$ cat src/rtl/p2s_pkg.sv
// -----------------------------------------------------------------------------
// p2s_pkg
// Shared definitions for the parallel-to-serial converter.
//   - Frame-format mode encodings (2-bit, sampled per word on load).
//   - FSM state encoding.
//   - Small decode helpers that turn a mode into its frame properties.
// -----------------------------------------------------------------------------
package p2s_pkg;

    // Frame formats: bit 0 selects LSB-first, bit 1 appends a parity bit.
    localparam logic [1:0] MODE_MSB    = 2'b00;  // MSB first, WIDTH bits
    localparam logic [1:0] MODE_LSB    = 2'b01;  // LSB first, WIDTH bits
    localparam logic [1:0] MODE_MSB_EP = 2'b10;  // MSB first + even parity
    localparam logic [1:0] MODE_LSB_OP = 2'b11;  // LSB first + odd parity

    typedef enum logic {
        ST_IDLE  = 1'b0,
        ST_SHIFT = 1'b1
    } state_t;

    // True when the frame carries a trailing parity bit.
    function automatic logic mode_has_parity(input logic [1:0] mode);
        return (mode == MODE_MSB_EP) || (mode == MODE_LSB_OP);
    endfunction

    // True when data bits leave LSB first.
    function automatic logic mode_lsb_first(input logic [1:0] mode);
        return (mode == MODE_LSB) || (mode == MODE_LSB_OP);
    endfunction

    // True when the parity bit is odd (~^data) rather than even (^data).
    function automatic logic mode_odd_parity(input logic [1:0] mode);
        return (mode == MODE_LSB_OP);
    endfunction

endpackage : p2s_pkg

$ cat src/rtl/p2s_conver.sv
// -----------------------------------------------------------------------------
// p2s_conver
// Parallel-to-serial converter. A WIDTH-bit word is accepted through a
// valid/ready handshake and shifted out one bit per clock. The per-word mode
// selects bit order and an optional appended parity bit. A new word may be
// accepted during the last-bit cycle so frames can run back to back.
//
// Parameters
//   WIDTH        parallel word width (must be >= 2)
// Ports
//   clk          rising-edge clock
//   rst_n        asynchronous active-low reset
//   data_in      parallel word, sampled only on acceptance
//   mode         frame format (see p2s_pkg), sampled only on acceptance
//   load_valid   data_in/mode are offered
//   load_ready   converter accepts a word this cycle (registers only)
//   ser_out      serial data bit (0 when ser_valid is 0)
//   ser_valid    ser_out carries a frame bit
//   frame_start  current bit is the first of its frame
//   frame_last   current bit is the last of its frame
// -----------------------------------------------------------------------------
module p2s_conver
    import p2s_pkg::*;
#(
    parameter int WIDTH = 6
) (
    input  logic             clk,
    input  logic             rst_n,
    input  logic [WIDTH-1:0] data_in,
    input  logic [1:0]       mode,
    input  logic             load_valid,
    output logic             load_ready,
    output logic             ser_out,
    output logic             ser_valid,
    output logic             frame_start,
    output logic             frame_last
);

    localparam int CNT_W = $clog2(WIDTH + 1);

    localparam logic [CNT_W-1:0] LAST_PLAIN = CNT_W'(WIDTH - 1);
    localparam logic [CNT_W-1:0] LAST_PAR   = CNT_W'(WIDTH);

    // -------------------------------------------------------------------------
    // Registered state
    // -------------------------------------------------------------------------
    state_t             state;
    logic [CNT_W-1:0]   cnt;
    logic [CNT_W-1:0]   last_q;    // L-1 for the frame in flight
    logic [WIDTH-1:0]   word_q;    // captured word
    logic               lsb_q;     // captured bit order
    logic               parity_q;  // parity of the captured word

    // Next-state values
    state_t             state_n;
    logic [CNT_W-1:0]   cnt_n;
    logic [CNT_W-1:0]   last_n;
    logic [WIDTH-1:0]   word_n;
    logic               lsb_n;
    logic               parity_n;
    logic               bit_n;
    logic [CNT_W-1:0]   idx_n;

    logic               accept;

    // Ready only in IDLE or on the last bit of a frame; never looks at
    // load_valid, so there is no combinational path input -> load_ready.
    assign load_ready = (state == ST_IDLE) ||
                        ((state == ST_SHIFT) && (cnt == last_q));
    assign accept     = load_valid && load_ready;

    // -------------------------------------------------------------------------
    // Next-state logic
    // -------------------------------------------------------------------------
    // NOTE: every signal gets a default before the branches so no path leaves
    // it unassigned; otherwise synthesis would infer a latch.
    always_comb begin
        state_n  = state;
        cnt_n    = cnt;
        last_n   = last_q;
        word_n   = word_q;
        lsb_n    = lsb_q;
        parity_n = parity_q;

        if (accept) begin
            // Capture word, format and parity together; later input changes
            // cannot affect this frame.
            state_n  = ST_SHIFT;
            cnt_n    = '0;
            word_n   = data_in;
            lsb_n    = mode_lsb_first(mode);
            last_n   = mode_has_parity(mode) ? LAST_PAR : LAST_PLAIN;
            parity_n = mode_odd_parity(mode) ? ~^data_in : ^data_in;
        end else if (state == ST_SHIFT) begin
            if (cnt == last_q) begin
                state_n = ST_IDLE;
                cnt_n   = '0;
            end else begin
                cnt_n   = cnt + 1'b1;
            end
        end
    end

    // Bit presented for the next cycle. Outputs are computed from next-state
    // values so they can be registered yet still line up with cnt.
    always_comb begin
        idx_n = lsb_n ? cnt_n : (LAST_PLAIN - cnt_n);
        bit_n = 1'b0;
        if (cnt_n == LAST_PAR) begin
            bit_n = parity_n;
        end else if (idx_n < CNT_W'(WIDTH)) begin
            bit_n = word_n[idx_n];
        end
    end

    // -------------------------------------------------------------------------
    // Sequential state and registered outputs
    // -------------------------------------------------------------------------
    // NOTE: sequential blocks use non-blocking assignments so every register
    // samples pre-edge values regardless of statement order.
    // NOTE: the captured word is reset along with control so ser_out can never
    // show X from an unloaded register after reset.
    always_ff @(posedge clk or negedge rst_n) begin
        if (!rst_n) begin
            state       <= ST_IDLE;
            cnt         <= '0;
            last_q      <= LAST_PLAIN;
            word_q      <= '0;
            lsb_q       <= 1'b0;
            parity_q    <= 1'b0;
            ser_out     <= 1'b0;
            ser_valid   <= 1'b0;
            frame_start <= 1'b0;
            frame_last  <= 1'b0;
        end else begin
            state       <= state_n;
            cnt         <= cnt_n;
            last_q      <= last_n;
            word_q      <= word_n;
            lsb_q       <= lsb_n;
            parity_q    <= parity_n;
            ser_valid   <= (state_n == ST_SHIFT);
            ser_out     <= (state_n == ST_SHIFT) && bit_n;
            frame_start <= (state_n == ST_SHIFT) && (cnt_n == '0);
            frame_last  <= (state_n == ST_SHIFT) && (cnt_n == last_n);
        end
    end

endmodule : p2s_conver

$ cat config.mk
export PLATFORM = sky130hd
export DESIGN_NAME = p2s_conver
export DESIGN_NICKNAME = d
export VERILOG_FILES = /design/src/rtl/p2s_pkg.sv /design/src/rtl/p2s_conver.sv
export SDC_FILE = /design/constraint.sdc
export NUM_CORES = 1
export LEC_CHECK = 0
export ABC_AREA = 1
export CORE_AREA = 2 2 50 52
export DETAILED_ROUTE_END_ITERATION = 10
export DIE_AREA = 0 0 52 54
export HOLD_SLACK_MARGIN = 0.12
export PLACE_DENSITY = 0.76
export SLEW_MARGIN = 10
export SYNTH_ARGS = -nofsm -noshare
export SYNTH_HDL_FRONTEND = slang
export SYNTH_SLANG_ARGS = --single-unit
$ cat constraint.sdc
create_clock -name clk -period 2 [get_ports clk]
set_input_delay 0.4 -clock clk [delete_from_list [all_inputs] [get_ports clk]]
set_output_delay 0.4 -clock clk [all_outputs]
set_load 0.01 [all_outputs]
Yosys cells after proc, flatten, opt, wreduce, memory -nomap -nowiden
Index checks and enable logic that the tools add are counted.
Widths: inputs -> output; s select.

word-level totals
  output and inout bits = 5
  register bits after elaboration = 18
  input bits = 11
  logic and storage cells = 48

cells by class
  bitwise operators = 1
  reductions and logical operators = 11
  eq/ne operators = 6
  add/sub/neg operators = 2
  $lt $le $gt $ge = 2
  multiplexer cells = 17

operators by type and width
  operator             count
  $mux 3               5
  $mux 1               9
  $eq 3x3->1           2
  $mux 6               1
  $reduce_xnor 6->1    1
  $reduce_xor 6->1     1
  $logic_and 1x1->1    5
  $eq 2x2->1 const B   2
  $lt 3x4->1 const B   1
  $add 3x1->3 const B  1
  $bmux 1 s3           1
  $eq 3x3->1 const B   1
  $logic_not 3->1      1
  $logic_or 1x1->1     3
  $lt 3x3->1 const B   1
  $sub 3x3->3 const A  1
  $eq 2x1->1 const B   1
  $mux 2               1
  $not 1->1            1

Longest topological paths before layout
Gate-level depths: netlist of run 1.

  depth after elaboration = 12
  depth in mapped cells = 16
  gate-level depth less buffers = 16

Worst setup path after synthesis of run 1
Ideal clock, no wire load.

  path kind = reg-to-reg
  start = register last_q[0]
  end = register ser_out
  setup time = 71 ps
  stages on the path, launching flop included = 16
  slack = -81 ps
  path buffers = 0
  clock period less this slack = 2081 ps
  arrival = 2010 ps
  required time = 1929 ps
  cells stage by stage = dfstp_2 > inv_1 > nand2_1 > nand2_1 > nand3_2 > nand2_4 > o22ai_1 > ha_1 > nand3b_1 > nand2_1 > nor2_1 > nand3_1 > nand3_1 > nor2_1 > nor2_1 > nor2_1

between the ends
  word-level cells in the longest chain between the ends = 12
  elaborated cells on any way between the ends = 22
  classes of those cells = add/sub (1); order compare (1); eq/ne (2); mux (14); reduce/logical (4)

RTL lines
  what                          line               text
  start, declared               p2s_conver.sv:49   logic [CNT_W-1:0] last_q;
  start signal, assigned        p2s_conver.sv:138  last_q <= last_n;
  $eq 3x3->1 *                  p2s_conver.sv:69   ((state == ST_SHIFT) && (cnt == last_q));
  $logic_and 1x1->1 *           p2s_conver.sv:69
  $logic_or 1x1->1 *            p2s_conver.sv:68   assign load_ready = (state == ST_IDLE) ||
  via load_ready                p2s_conver.sv:32   output logic load_ready,
  $logic_and 1x1->1 *           p2s_conver.sv:70   assign accept = load_valid && load_ready;
  $mux 3 *                      p2s_conver.sv:85   if (accept) begin
  via cnt_n[1]                  p2s_conver.sv:56   logic [CNT_W-1:0] cnt_n;
  $sub 3x3->3                   p2s_conver.sv:107  idx_n = lsb_n ? cnt_n : (LAST_PLAIN - cnt_n);
  $mux 3                        p2s_conver.sv:107
  $bmux 1 s3                    p2s_conver.sv:112  bit_n = word_n[idx_n];
  $mux 1 (implied by the code)  p2s_conver.sv:112
  $mux 1                        p2s_conver.sv:111  end else if (idx_n < CNT_W'(WIDTH)) begin
  $mux 1 *                      p2s_conver.sv:109  if (cnt_n == LAST_PAR) begin
  $logic_and 1x1->1 *           p2s_conver.sv:143  ser_out <= (state_n == ST_SHIFT) && bit_n;
  end signal, assigned          p2s_conver.sv:143
  end, declared                 p2s_conver.sv:33   output logic ser_out,

The timed path passes the listed nets; every way through them passes the cells marked *. The select of a mux whose other input is x is not followed.

Worst setup path after layout of run 1
  start = register cnt[0]
  end = register ser_out

between the ends
  word-level cells in the longest chain between the ends = 12
  elaborated cells on any way between the ends = 23
  classes of those cells = add/sub (2); order compare (1); eq/ne (2); mux (14); reduce/logical (4)

RTL lines
  what                                                                 line               text
  start, declared                                                      p2s_conver.sv:48   logic [CNT_W-1:0] cnt;
  start signal, assigned                                               p2s_conver.sv:137  cnt <= cnt_n;
  parallel branches: the longest is 4 deep, another holds $add 3x1->3  --
  $mux 3 *                                                             p2s_conver.sv:85
  via cnt_n[2]                                                         p2s_conver.sv:56
  $sub 3x3->3                                                          p2s_conver.sv:107
  $mux 3                                                               p2s_conver.sv:107
  $bmux 1 s3                                                           p2s_conver.sv:112
  $mux 1 (implied by the code)                                         p2s_conver.sv:112
  $mux 1                                                               p2s_conver.sv:111
  $mux 1 *                                                             p2s_conver.sv:109
  $logic_and 1x1->1 *                                                  p2s_conver.sv:143

Mark *: on every way through the listed nets, which the timed path passes. The select of a mux whose other input is x is not followed.

==> results.json, run 1 <==
{
  "critPathMaxStageDelay_ns": 0.42,
  "synth_area_in_compound_gates": 0.0566,
  "crit_path_cell_trace": "ha_2 -> nand2_1 -> xnor2_1 -> a21boi_4 -> ha_4 -> nand3b_1 -> nand2_1 -> nor2_1 -> nand3_1 -> nand3_1 -> nor2_1 -> nor2_1 -> nor2_1",
  "timing_hold_violations_final": 0,
  "static-leakage-power_nw": 0.685,
  "synth_simple_gate_area_share": 0.308,
  "firstDrtPassIters": 4,
  "crit_path_dat_ns": 2.24,
  "fin_tns_setup_ns": 0,
  "ff2ff_setup_slack_ns": 0.004,
  "worst_reg2reg_path_depth": 13,
  "achievable-frequency_mhz": 501,
  "synth.lib_cells_used.distinct": 22,
  "postSynthRegisterBits": 18,
  "finalCriticalPeriod_ns": 2.00,
  "placed_cells": 181,
  "timing.critical_path.to_type": "flip-flop",
  "hold-worst-slack_ns": 0.461,
  "syn-num-nets": 141,
  "cp.required_ns": 2.24,
  "cts_tree": "built",
  "worstSetupStartpointType": "flip-flop",
  "grt_first_pass_wirelength_um": 3540,
  "detailed_place.area_mm2": 0.00128,
  "finalWirelength_um": 2250,
  "routed-via-count": 916,
  "flow.area_growth_from_synthesis_pct": 36.3,
  "viasPerCell": 4.87,
  "reg2reg_launch_point": "cnt[0]$_DFF_PN0_",
  "cp_common_cell": "nor2_1",
  "cts-buffers-inserted": 3,
  "nNetsFinal": 172,
  "timing.critical_path.max_delay_family": "simple AND/OR/NAND/NOR gates",
  "floorplan.rows": 18,
  "synth_top_family_by_area": "simple AND/OR/NAND/NOR gates",
  "final_routed_drc_violation_total": 0,
  "drt-wirelength-per-cell_um": 12.0,
  "gate_count_of_the_mapped_netlist": 128,
  "cp_class": "reg -> reg",
  "clk_pin_slew_ns": 0.10,
  "clock_sink_count": 18,
  "min_period_over_period": 0.998,
  "grt_start_max_net_pins": 14,
  "multiInputGateArea_um2": 527,
  "initial_core_util": 0.439,
  "final.fill_count": 217,
  "count_of_routing_violations_after_the_opening_detailed_route_iteration": 5,
  "worstHoldPathType": "in -> async",
  "critical_path.startpoint": "cnt[0]$_DFF_PN0_",
  "cp_bufs_invs": 0,
  "total_power_mw": 2.81,
  "floorplan.core_area_mm2": 0.00232,
  "synth-xor-area-share": 0.0775,
  "timing.slew.headroom": 0.605,
  "synth_seq_area_share": 0.445,
  "grt-ovfl-total": 0,
  "critical_path.slowest_cell": "dfrtp_1",
  "drv.max_cap_violation_count": 0,
  "detailed_place_hpwl_um": 1680,
  "clock_insertion_delay_worst_skew_ns": 0.30,
  "worst_clock_skew_ns": 0.00468,
  "regToRegEndpoint": "ser_out$_DFF_PN0_",
  "die_area_mm2": 0.00281,
  "status": "completed",
  "timing.final.max_slew_violations": 0,
  "critical_path.max_fanout": 4,
  "cellPowerDensity_mw_per_mm2": 2030,
  "grt_antenna_before_repair": 0,
  "gr-usage-all-layers": 0.183,
  "tightest_slew_ns": 0.591,
  "syn-cell-area_mm2": 0.00102,
  "finalSetupViolCount": 0,
  "synth_area_per_cell_um2": 7.95,
  "insertedDiodeCount": 0,
  "synth.yosys.warnings": 0,
  "ctsHoldBuffers": 0,
  "portBuffers": 15,
  "die_w_um": 52,
  "cts-htree-levels": 1,
  "final_antenna_net_count": 0,
  "clock-root-buffer": "clkbuf_4",
  "io_pins": 16,
  "layout.cells.non_filler": 188,
  "area_share_of_fa_ha_maj_cells_after_synthesis": 0.0246,
  "cts.path.max_buffers": 2,
  "vdd.ir_drop.worst_mv": 0.986,
  "die_h_um": 54,
  "place.gp.congestion": 0.911,
  "proportion_of_layout_cells_with_a_drive_suffix_above_1": 0.228,
  "stdcell_area_mm2": 0.00139,
  "layout.area.seq_um2": 453,
  "synth.mux.area_fraction": 0,
  "grt_pass1_vias": 850,
  "setup_repair_after_global_routing_missed_its_margin": "yes"
}
## report_power, final
part / leakage [nW] / switching, mW / internal [mW] / total, mW
clock network: 0.0210 / 0.117 / 0.111 / 0.228
registers: 0.214 / 0.0935 / 0.554 / 0.647
logic: 0.450 / 1.05 / 0.884 / 1.94
## cell families after synthesis
group / after synthesis
simple gates: 67
buf+inv: 22
flops: 18
compound gates: 10
xor+xnor: 9
fa+ha+maj: 2
## per-layer routing
metal,up-vias,global-route usage,part of all wire
li1,469,-,-
met1,418,0.188,0.40
met2,24,0.344,0.53
met3,5,0.0333,0.040
met4,0,0.110,0.027
met5,-,0,0
## synth_stat cells (all sizes together)
library cell / instances / area (um^2)
nand2: 40 / 168
xnor2: 6 / 52.6
inv: 21 / 78.8
ha: 2 / 25.0
a21boi: 1 / 11.3
xor2: 3 / 26.3
o22ai: 1 / 6.26
nand3: 15 / 80.1
nand3b: 1 / 7.51
o21ai: 8 / 40.0
dfstp: 2 / 52.6
dfrtp: 16 / 400
or2: 2 / 12.5
nor4: 2 / 18.8
buf: 1 / 11.3
nor2: 7 / 26.3
## metrics by stage
stage               setup slack (ns)   util
CTS                         -0.00997  0.573
floorplan                     0.0415      -
finish                       0.00386  0.598
detailed placement            -0.128  0.552
global route                  -0.168  0.598
global placement             -0.0907  0.552
## timing repair
action / in CTS / in global routing
setup buffers: 2 / 1
setup endpoints to repair: 2 / 2
gates resized for setup: 2 / 14
pin swaps: 5 / 7
## worst max-delay path by stage
stage                                    to  cells past startpoint
after CTS                 ser_out$_DFF_PN0_                     15
after detailed placement  ser_out$_DFF_PN0_                     13
after global routing      ser_out$_DFF_PN0_                     13
final                     ser_out$_DFF_PN0_                     13
after floorplan           ser_out$_DFF_PN0_                     15
after global placement    ser_out$_DFF_PN0_                     14
## sequential cells by signal, indices dropped and copies added (netlist names)
signal / flops
state: 1
last_q: 3
frame_last: 1
lsb_q: 1
parity_q: 1
frame_start: 1
cnt: 3
word_q: 6
ser_out: 1
## area by class of cell
class | count | area share
flip-flops and latches | 18 | 0.327
multi-input cells | 88 | 0.380
well taps | 30 | 0.0271
repair buffers | 27 | 0.181
clock buffers | 4 | 0.0262
inverters | 21 | 0.0587
## layout by cell type, fill, tap and decap left out, types with 2 or more instances in the layout
| cell | synthesis | final |
|---|---|---|
| inv_2 | 2 | 3 |
| nand3_1 | 14 | 14 |
| clkdlybuf4s50_1 | 0 | 14 |
| buf_4 | 0 | 10 |
| nand2_1 | 37 | 37 |
| o21ai_1 | 3 | 3 |
| dfrtp_1 | 16 | 16 |
| xor2_1 | 3 | 3 |
| o21ai_0 | 5 | 3 |
| nor2_1 | 7 | 7 |
| xnor2_1 | 6 | 6 |
| o21ai_2 | 0 | 2 |
| inv_1 | 19 | 17 |
| dfstp_2 | 2 | 2 |
| or2_2 | 2 | 2 |
| clkbuf_4 | 0 | 3 |
(Power assumes the default switching activity.)
==> inputs of run 2 (changes only) <==
--- a/config.mk
+++ b/config.mk
@@ -6,9 +6,10 @@
 export NUM_CORES = 1
 export LEC_CHECK = 0
 export ABC_AREA = 1
-export CORE_AREA = 2 2 50 52
+export CORE_AREA = 2 2 59 44
 export DETAILED_ROUTE_END_ITERATION = 10
-export DIE_AREA = 0 0 52 54
+export DIE_AREA = 0 0 61 46
+export GPL_ROUTABILITY_DRIVEN = 0
 export HOLD_SLACK_MARGIN = 0.12
 export PLACE_DENSITY = 0.76
 export SLEW_MARGIN = 10
==> run 2 against run 1 <==
Effect of this change:
- non-clock buffer count shrank 5
- flip-flop and latch count is the same
- critical endpoint unchanged
- fmax grew 0.21%
- clock power grew 2%
- sequential power grew 0.8%
- global-route usage shrank 0.065 points
- register-to-register slack is essentially flat
- combinational power shrank 7%
- largest cell class unchanged
- clock skew shrank 0.0034 ns
- routed wire length grew 0.27%
- core utilization shrank 1.8 points
- power shrank 4.2%
==> results.json, run 2 (synthesis results as in run 1) <==
{
  "status": "completed",
  "layout_common_cells": "nand2_1, inv_1, dfrtp_1, nand3_1, clkdlybuf4s50_1",
  "detailed_place_hpwl_um": 1730,
  "tightest_slew_ns": 0.442,
  "ff2ff_setup_slack_ns": 0.008,
  "final_antenna_net_count": 0,
  "worst_reg2reg_path_depth": 14,
  "regToRegEndpoint": "ser_out$_DFF_PN0_",
  "grt_antenna_before_repair": 0,
  "most_common_cell_after_layout_fill_and_taps_aside": "nand2_1",
  "routed-via-count": 882,
  "drv.max_cap_violation_count": 0,
  "grt_pass1_vias": 864,
  "flow.area_growth_from_synthesis_pct": 31.5,
  "fin_ws_ns": 0.00800,
  "floorplan.core_area_mm2": 0.00231,
  "static-leakage-power_nw": 0.668,
  "clock_insertion_delay_worst_skew_ns": 0.30,
  "reg2reg_launch_point": "last_q[0]$_DFF_PN1_",
  "cp.required_ns": 2.20,
  "cts-buffers-inserted": 3,
  "critical_path.slowest_cell": "dfstp_2",
  "proportion_of_layout_cells_with_a_drive_suffix_above_1": 0.196,
  "viasPerCell": 4.72,
  "timing_hold_violations_final": 0,
  "timing.final.max_slew_violations": 0,
  "achievable-frequency_mhz": 502,
  "die_w_um": 61,
  "critPathMaxStageDelay_ns": 0.57,
  "initial_core_util": 0.441,
  "cts-htree-levels": 1,
  "cts_setup_buffers": 0,
  "io_pins": 16,
  "cp_class": "reg -> reg",
  "clock-root-buffer": "clkbuf_4",
  "vdd.ir_drop.worst_mv": 0.854,
  "min_period_over_period": 0.996,
  "cellPowerDensity_mw_per_mm2": 2010,
  "crit_path_dat_ns": 2.19,
  "grt-ovfl-total": 0,
  "die_h_um": 46,
  "count_of_routing_violations_after_the_opening_detailed_route_iteration": 21,
  "insertedDiodeCount": 0,
  "cp_bufs_invs": 0,
  "worst_clock_skew_ns": 0.00127,
  "firstDrtPassIters": 4,
  "cts_tree": "built",
  "final_routed_drc_violation_total": 0,
  "finalWirelength_um": 2250,
  "die_area_mm2": 0.00281,
  "clk_pin_slew_ns": 0.11,
  "cp_common_cell": "nor2_1",
  "stdcell_area_mm2": 0.00134,
  "portBuffers": 15,
  "crit_path_cell_trace": "nand2_1 -> nand2_2 -> nand3_2 -> nand2_4 -> o22ai_4 -> ha_4 -> nand3b_1 -> nand2_1 -> nor2_1 -> nand3_1 -> nand3_1 -> nor2_1 -> nor2_1 -> nor2_1",
  "clock_sink_count": 18,
  "detailed_place.area_mm2": 0.00126,
  "grt_first_pass_wirelength_um": 3640,
  "floorplan.rows": 15,
  "timing.slew.headroom": 0.704,
  "cts.path.max_buffers": 2,
  "worstSetupStartpointType": "flip-flop",
  "largest_register_ffs": 6,
  "finalSetupViolCount": 0,
  "regMostFlops": "word_q",
  "worstHoldPathType": "in -> async",
  "critical_path.max_fanout": 8,
  "drt-wirelength-per-cell_um": 12.0,
  "gr-usage-all-layers": 0.182,
  "timing.critical_path.max_delay_family": "simple AND/OR/NAND/NOR gates",
  "timing.critical_path.to_type": "flip-flop",
  "finalCriticalPeriod_ns": 1.99,
  "grt_start_max_net_pins": 11,
  "nNetsFinal": 167,
  "setup_repair_after_global_routing_missed_its_margin": "yes",
  "place_ws_ns": -0.150,
  "reg.largest.list": "word_q x6, cnt x3, last_q x3"
}
[run 2: changes by cell type in the layout (fill, tap and decap cells not counted), moves of 2 or more]
cell,before,now
nand2_2,1,4
o21ai_2,2,0
nand2_1,37,34
buf_4,10,7
[run 2: worst max path at each step]
stage / startpoint / end / depth (start not counted)
after floorplan: last_q[0]$_DFF_PN1_ / ser_out$_DFF_PN0_ / 15
after global placement: load_valid / ser_out$_DFF_PN0_ / 13
after detailed placement: load_valid / ser_out$_DFF_PN0_ / 13
after CTS: last_q[0]$_DFF_PN1_ / ser_out$_DFF_PN0_ / 15
after global routing: last_q[0]$_DFF_PN1_ / ser_out$_DFF_PN0_ / 15
final: last_q[0]$_DFF_PN1_ / ser_out$_DFF_PN0_ / 14
[run 2: area by class of cell]
class	count	area, um^2
Sequential cell	18	453
Multi-Input combinational cell	88	523
Clock buffer	4	36.3
Timing Repair Buffer	22	201
Fill cell	205	971
Inverter	21	81.3
Tap cell	34	42.5
[run 2: metal layers]
| layer | GRT usage | wire [um] | part of all wire |
|---|---|---|---|
| met1 | 0.225 | 1030 | 0.46 |
| met2 | 0.297 | 1050 | 0.47 |
| met3 | 0.0597 | 103 | 0.046 |
| met4 | 0.0696 | 65 | 0.029 |
| met5 | 0 | 0 | 0 |
[run 2: repair_timing]
action,4_1_cts,5_1_grt
gates resized for setup,1,10
hold endpoints to repair,0,0
setup endpoints to repair,2,2
hold buffers,0,0
[run 2: report_power, final]
part	internal (mW)	leakage, nW	total (mW)	switching (mW)
registers	0.554	0.214	0.652	0.0984
clock network	0.111	0.0210	0.232	0.121
logic	0.780	0.433	1.81	1.03
total	1.45	0.668	2.69	1.25
[run 2: metrics by stage]
stage / std cells / TNS (ns) / power [mW] / util / hold WS [ns]
finish: 187 / 0 / 2.69 / 0.579 / 0.397
global route: 187 / -0.102 / 2.91 / 0.579 / 0.417
CTS: 187 / -0.00783 / 2.51 / 0.560 / 0.421
detailed placement: 183 / -0.172 / 2.28 / 0.545 / 0.478
global placement: 183 / -0.0486 / 2.20 / 0.545 / 0.475
floorplan: 128 / 0 / 1.77 / - / 0.104
==> inputs of run 3 (changes only) <==
--- a/config.mk
+++ b/config.mk
@@ -6,6 +6,7 @@
 export NUM_CORES = 1
 export LEC_CHECK = 0
 export ABC_AREA = 1
+export CAP_MARGIN = 20
 export CORE_AREA = 2 2 59 44
 export DETAILED_ROUTE_END_ITERATION = 10
 export DIE_AREA = 0 0 61 46
==> results of run 3 <==
Same layout as run 2: the final DEF is identical, and so are final timing and power.
==> edit 1, RTL diff (settings of run 2) <==
The parameter `WIDTH` goes from 6 to 8.
--- a/src/rtl/p2s_conver.sv
+++ b/src/rtl/p2s_conver.sv
@@ -22,7 +22,7 @@
 module p2s_conver
     import p2s_pkg::*;
 #(
-    parameter int WIDTH = 6
+    parameter int WIDTH = 8
 ) (
     input  logic             clk,
     input  logic             rst_n,
Ports: changed (resized data_in); port bits go from 16 to 18. The function was not compared with the original's and may differ.
==> edit 1 against run 2 <==
The flow now finishes with violations (negative setup slack); setup slack worse by 0.0092 ns; synthesized area is 31% higher; critical endpoint unchanged; routed wire length is 39% higher; total power increased by 26%; combinational power up 30%; cell area grew 33%; count of clock-buffer cells in the layout unchanged; sequential cell count increased by 4; highest routed layer unchanged; critical path depth unchanged.
==> edit 1: results (changes against run 2) <==
Run status:
- The flow ran to the end, but the final reports show violations.
- The checks that failed: negative setup slack.

Placed design:
- The placed instance count is 232 (+27%).
- The worst slack at placement came to -0.1616 ns (-0.01167 ns).
- The post-detailed-placement half-perimeter wirelength was 2210 um (+28%).
- The count of port buffers added during placement is 17 (+2).

Critical path:
- The maximum net fanout on the critical path was 7 (-1).
- The stage delay of the slowest cell on the critical path is 0.55 ns (-0.02 ns).

Finish:
- In the final layout, the registers with the most flip-flops are word_q x8, cnt x4, last_q x4.
- The number of inserted filler cells in the final layout is 182 (-11%).
- The layout net count is 222 (+33%).
- The share of cells above drive strength 1 is 28.50% (+8.9 points).

Timing:
- The worst-margin pin slew is 0.5038 ns (+0.06167 ns).
- The final worst clock skew is 0.004019 ns (+0.002750 ns).
- The setup violation total in the final timing report is 1 (+1).
- The worst setup margin was -0.001203 ns (-0.009200 ns).
- The post-route setup TNS is -0.001203 ns (-0.001203 ns).

Route:
- The detailed-route via count is 1208 (+37%).
- The routed wire length is 3139 um (+39%).
- The detail-routed via count per cell was 5.012 (+6.3%).

Synthesis:
- The post-synthesis net count is 182 (+29%).
- The sequential fraction of the synthesis area was 41.64% (-2.9 points).
- Sorting the synthesized cells by area gives the leading types as dfrtp_1 36%, nand2_1 11%, inv_1 10%.
- The synthesized area per cell is 7.924 um2 (-0.29%).
- By count the netlist is led by 40 x nand2_1, 36 x inv_1, 19 x dfrtp_1.

Pwr:
- The leakage power summed over all cells is 0.9164 nW (+37%).

GRT:
- The first-pass GRT wire length is 5016 um (+38%).
- The largest net degree at the start of global routing is 23 (+12).
- The overall global routing resource usage came to 24.89% (+6.7 points).
- The number of global-route vias before repair was 1143 (+32%).

Clock tree:
- After clock tree synthesis, the clock-pin slew on the worst setup and hold paths is 0.12 ns.
[edit 1: cells by family (layout without fill, tap and decap cells)]
family | count (synthesis) | count (layout) | share of synthesized area, %
AOI/OAI and AO/OA | 18 | 18 | 9.586
xor gates and xnor gates | 12 | 12 | 7.895
adders and majority gates | 1 | 1 | 0.9397
buffers and inverters | 40 | 77 | 12.12
DFF | 22 | 22 | 41.64
and+or+nand+nor | 75 | 77 | 27.82
[edit 1: final cells by class]
class | instances | area share [%]
tap | 34 | 2.399
sequential | 22 | 31.26
timing repair buffer | 35 | 17.36
multi-input combinational | 108 | 38.88
clock buffer | 4 | 2.047
inverter | 38 | 8.045
[edit 1: worst max path at each step]
| stage | start | endpoint | slack, ns | depth (start not counted) |
|---|---|---|---|---|
| finish | last_q[2] | ser_out | -0.001 | 14 |
| global route | last_q[0] | ser_out | -0.12 | 15 |
| CTS | last_q[2] | load_ready | 0.02 | 7 |
| detailed placement | load_valid | ser_out | -0.16 | 10 |
| global placement | load_valid | ser_out | -0.09 | 11 |
| floorplan | last_q[1] | ser_out | 0.17 | 14 |
[edit 1: worst max-delay path, delay by kind of cell (launching register included)]
kind                   cells  cell delay [ns]
and+or+nand+nor           10             0.89
DFF                        1             0.55
AOI/OAI and AO/OA          2             0.31
buffers and inverters      2             0.21
[edit 1: power breakdown]
group / total (mW) / internal [mW] / leakage [nW] / switching (mW)
logic: 2.35 / 0.981 / 0.641 / 1.37
registers: 0.795 / 0.676 / 0.254 / 0.119
clock network: 0.237 / 0.111 / 0.0210 / 0.126
[edit 1: repair_timing]
action,in CTS,in global routing
gates cloned,2,0
setup endpoints to repair,3,4
gates resized for setup,8,17
pin swaps,2,4
setup buffers,2,1
[edit 1: through the flow]
| step | cell area [um2] | utilization, % | hold slack [ns] | power (mW) |
|---|---|---|---|---|
| after floorplan | 1331 | - | 0.1044 | 2.242 |
| after global placement | 1638 | 70.95 | 0.4845 | 2.800 |
| after detailed placement | 1638 | 70.95 | 0.5144 | 2.859 |
| after CTS | 1722 | 74.58 | 0.4238 | 3.210 |
| after global routing | 1773 | 76.80 | 0.4279 | 3.688 |
| final | 1773 | 76.80 | 0.4270 | 3.382 |
[edit 1: layer usage]
layer  share of wire [%]  GRT usage, %  vias to the layer above
met3                 7.0         6.818                        4
li1                    -             -                      598
met4                0.89         7.826                        0
met5                   0             0                        -
met2                  46         38.28                       43
met1                  46         34.35                      563
==> edit 2, RTL diff (flow settings as in run 2) <==
Made on the original files. Add an input register stage for `mode`, cleared by the reset; this delays it by one clock. The other inputs are not delayed to match.
--- a/src/rtl/p2s_conver.sv
+++ b/src/rtl/p2s_conver.sv
@@ -40,6 +40,16 @@
 
     localparam logic [CNT_W-1:0] LAST_PLAIN = CNT_W'(WIDTH - 1);
     localparam logic [CNT_W-1:0] LAST_PAR   = CNT_W'(WIDTH);
+
+    logic [1:0] mode_q;
+
+    always_ff @(posedge clk or negedge rst_n) begin
+        if (!rst_n) begin
+            mode_q <= '0;
+        end else begin
+            mode_q <= mode;
+        end
+    end
 
     // -------------------------------------------------------------------------
     // Registered state
@@ -88,9 +98,9 @@
             state_n  = ST_SHIFT;
             cnt_n    = '0;
             word_n   = data_in;
-            lsb_n    = mode_lsb_first(mode);
-            last_n   = mode_has_parity(mode) ? LAST_PAR : LAST_PLAIN;
-            parity_n = mode_odd_parity(mode) ? ~^data_in : ^data_in;
+            lsb_n    = mode_lsb_first(mode_q);
+            last_n   = mode_has_parity(mode_q) ? LAST_PAR : LAST_PLAIN;
+            parity_n = mode_odd_parity(mode_q) ? ~^data_in : ^data_in;
         end else if (state == ST_SHIFT) begin
             if (cnt == last_q) begin
                 state_n = ST_IDLE;
Behaviour: not the same (a bounded check fails within 4 cycles, from zero or initial values and one cycle with rst_n low).
==> edit 2 against run 2 <==
Synthesized area is 7.7% higher; largest cell class unchanged; die area did not move; setup slack improved by 0.081 ns; first-iteration DRC count grew 120%; largest power group unchanged; routed wire length up 1.7%; sequential cell count rose by 2; total power grew 12%; final cell count increased by 0.53%; non-clock buffer count grew 2; clock power grew 38%; highest routed layer unchanged; synthesized cell count fell by 0.78%; cell area up 11%; critical path depth unchanged.
==> edit 2: results (changes against run 2) <==
Placed design:
- The placed instance count came to 184 (+0.55%).
- The worst slack at placement came to -0.08437 ns (+0.06560 ns).
- The area of placed instances is 1341 um2 (+6.7%).
- The post-detailed-placement half-perimeter wirelength is 1820 um (+5.4%).

Synthesis:
- Ranked by instance count, the synthesized netlist is headed by 34 x nand2_1, 18 x dfrtp_1, 18 x inv_1.
- The unique cell type count in the Yosys netlist is 23 (+4.5%).
- After synthesis, the cell types taking the most area are dfrtp_1 41%, nand2_1 12%, inv_1 6.2%.
- The XOR/XNOR share of the synthesized area is 7.192% (-0.56 points).
- The adder and majority cell fraction of the synthesized area is 2.283% (-0.18 points).
- The compound-cell area share of the yosys netlist came to 7.306% (+1.6 points).
- The synthesized area per cell is 8.630 um2 (+8.6%).

GRT:
- The number of global-route vias before repair is 868 (+0.46%).
- The largest net degree at the start of global routing is 13 (+2).
- The first-pass GRT wire length is 3677 um (+1.1%).

Pwr:
- The leakage power summed over all cells is 0.7193 nW (+7.7%).
- The worst vdd rail ir drop is 0.0006660 V (-22%).

Finish:
- The number of cells in the finished layout apart from fillers is 188 (+0.53%).

Critical path:
- The worst endpoint data arrival time is 2.14 ns (-0.05 ns).
- The reg2reg setup slack is 0.09 ns (+0.08 ns).

Route:
- The routed wire length is 2292 um (+1.7%).
- The detailed-routed wire length on met3 came to 74 um (-28%).
- The total iterations of the first detailed-routing run is 6 (+2).
- The detailed-route via count is 912 (+3.4%).

Run status:
- The run finished with clean final reports.

Timing:
- The relative slew slack was 71.49% (+1.1 points).
- The highest clock rate is 523.3 MHz (+4.2%).
-- edit 2: final timing paths --
path,startpoint,end,cells after the start
worst max-delay path,last_q[2],ser_out,14
worst min-delay path,rst_n,parity_q,1
worst max register to register,last_q[2],ser_out,14
worst min register to register,word_q[1],word_q[1],2
max in group asynchronous,rst_n,ser_out,2
min in group clk,word_q[1],word_q[1],2
-- edit 2: logic make-up (layout without fill, tap and decap cells) --
| kind of cell | after synthesis | in the layout |
|---|---|---|
| fa+ha+maj | 2 | 2 |
| simple gates | 62 | 62 |
| xor+xnor | 9 | 9 |
| flops | 20 | 20 |
| compound gates | 13 | 13 |
| buf+inv | 21 | 48 |
-- edit 2: area by class of cell --
type	instances	area [um2]
fillers	184	829.5
clock buffers	3	22.52
inverters	20	75.07
flip-flops and latches	20	503.0
multi-input cells	86	585.6
clock inverters	1	30.03
well taps	34	42.54
repair buffers	24	220.2
-- edit 2: power by group --
group	internal (mW)	total, mW	leakage (nW)	switching [mW]
Clock	0.203	0.320	0.0279	0.117
Combinational	0.843	1.99	0.455	1.15
Sequential	0.599	0.706	0.236	0.107
Total	1.65	3.02	0.719	1.37
-- edit 2: routing by layer --
| metal | vias up | global-route usage, % |
|---|---|---|
| li1 | 451 | - |
| met3 | 9 | 3.693 |
| met1 | 428 | 23.67 |
| met4 | 0 | 9.130 |
| met5 | - | 0 |
| met2 | 24 | 30.11 |
-- edit 2: worst register-to-register path: cells and delay by family (launching register included) --
kind	cells	cell delay (ns)
DFF	1	0.57
xor gates and xnor gates	1	0.12
buffers and inverters	1	0.13
and+or+nand+nor	11	0.90
AOI/OAI and AO/OA	1	0.11
-- edit 2: what timing repair did --
| item | in CTS | in global routing |
|---|---|---|
| resized for setup | 1 | 18 |
| setup endpoints to repair | 1 | 1 |
| pin swaps | 0 | 6 |
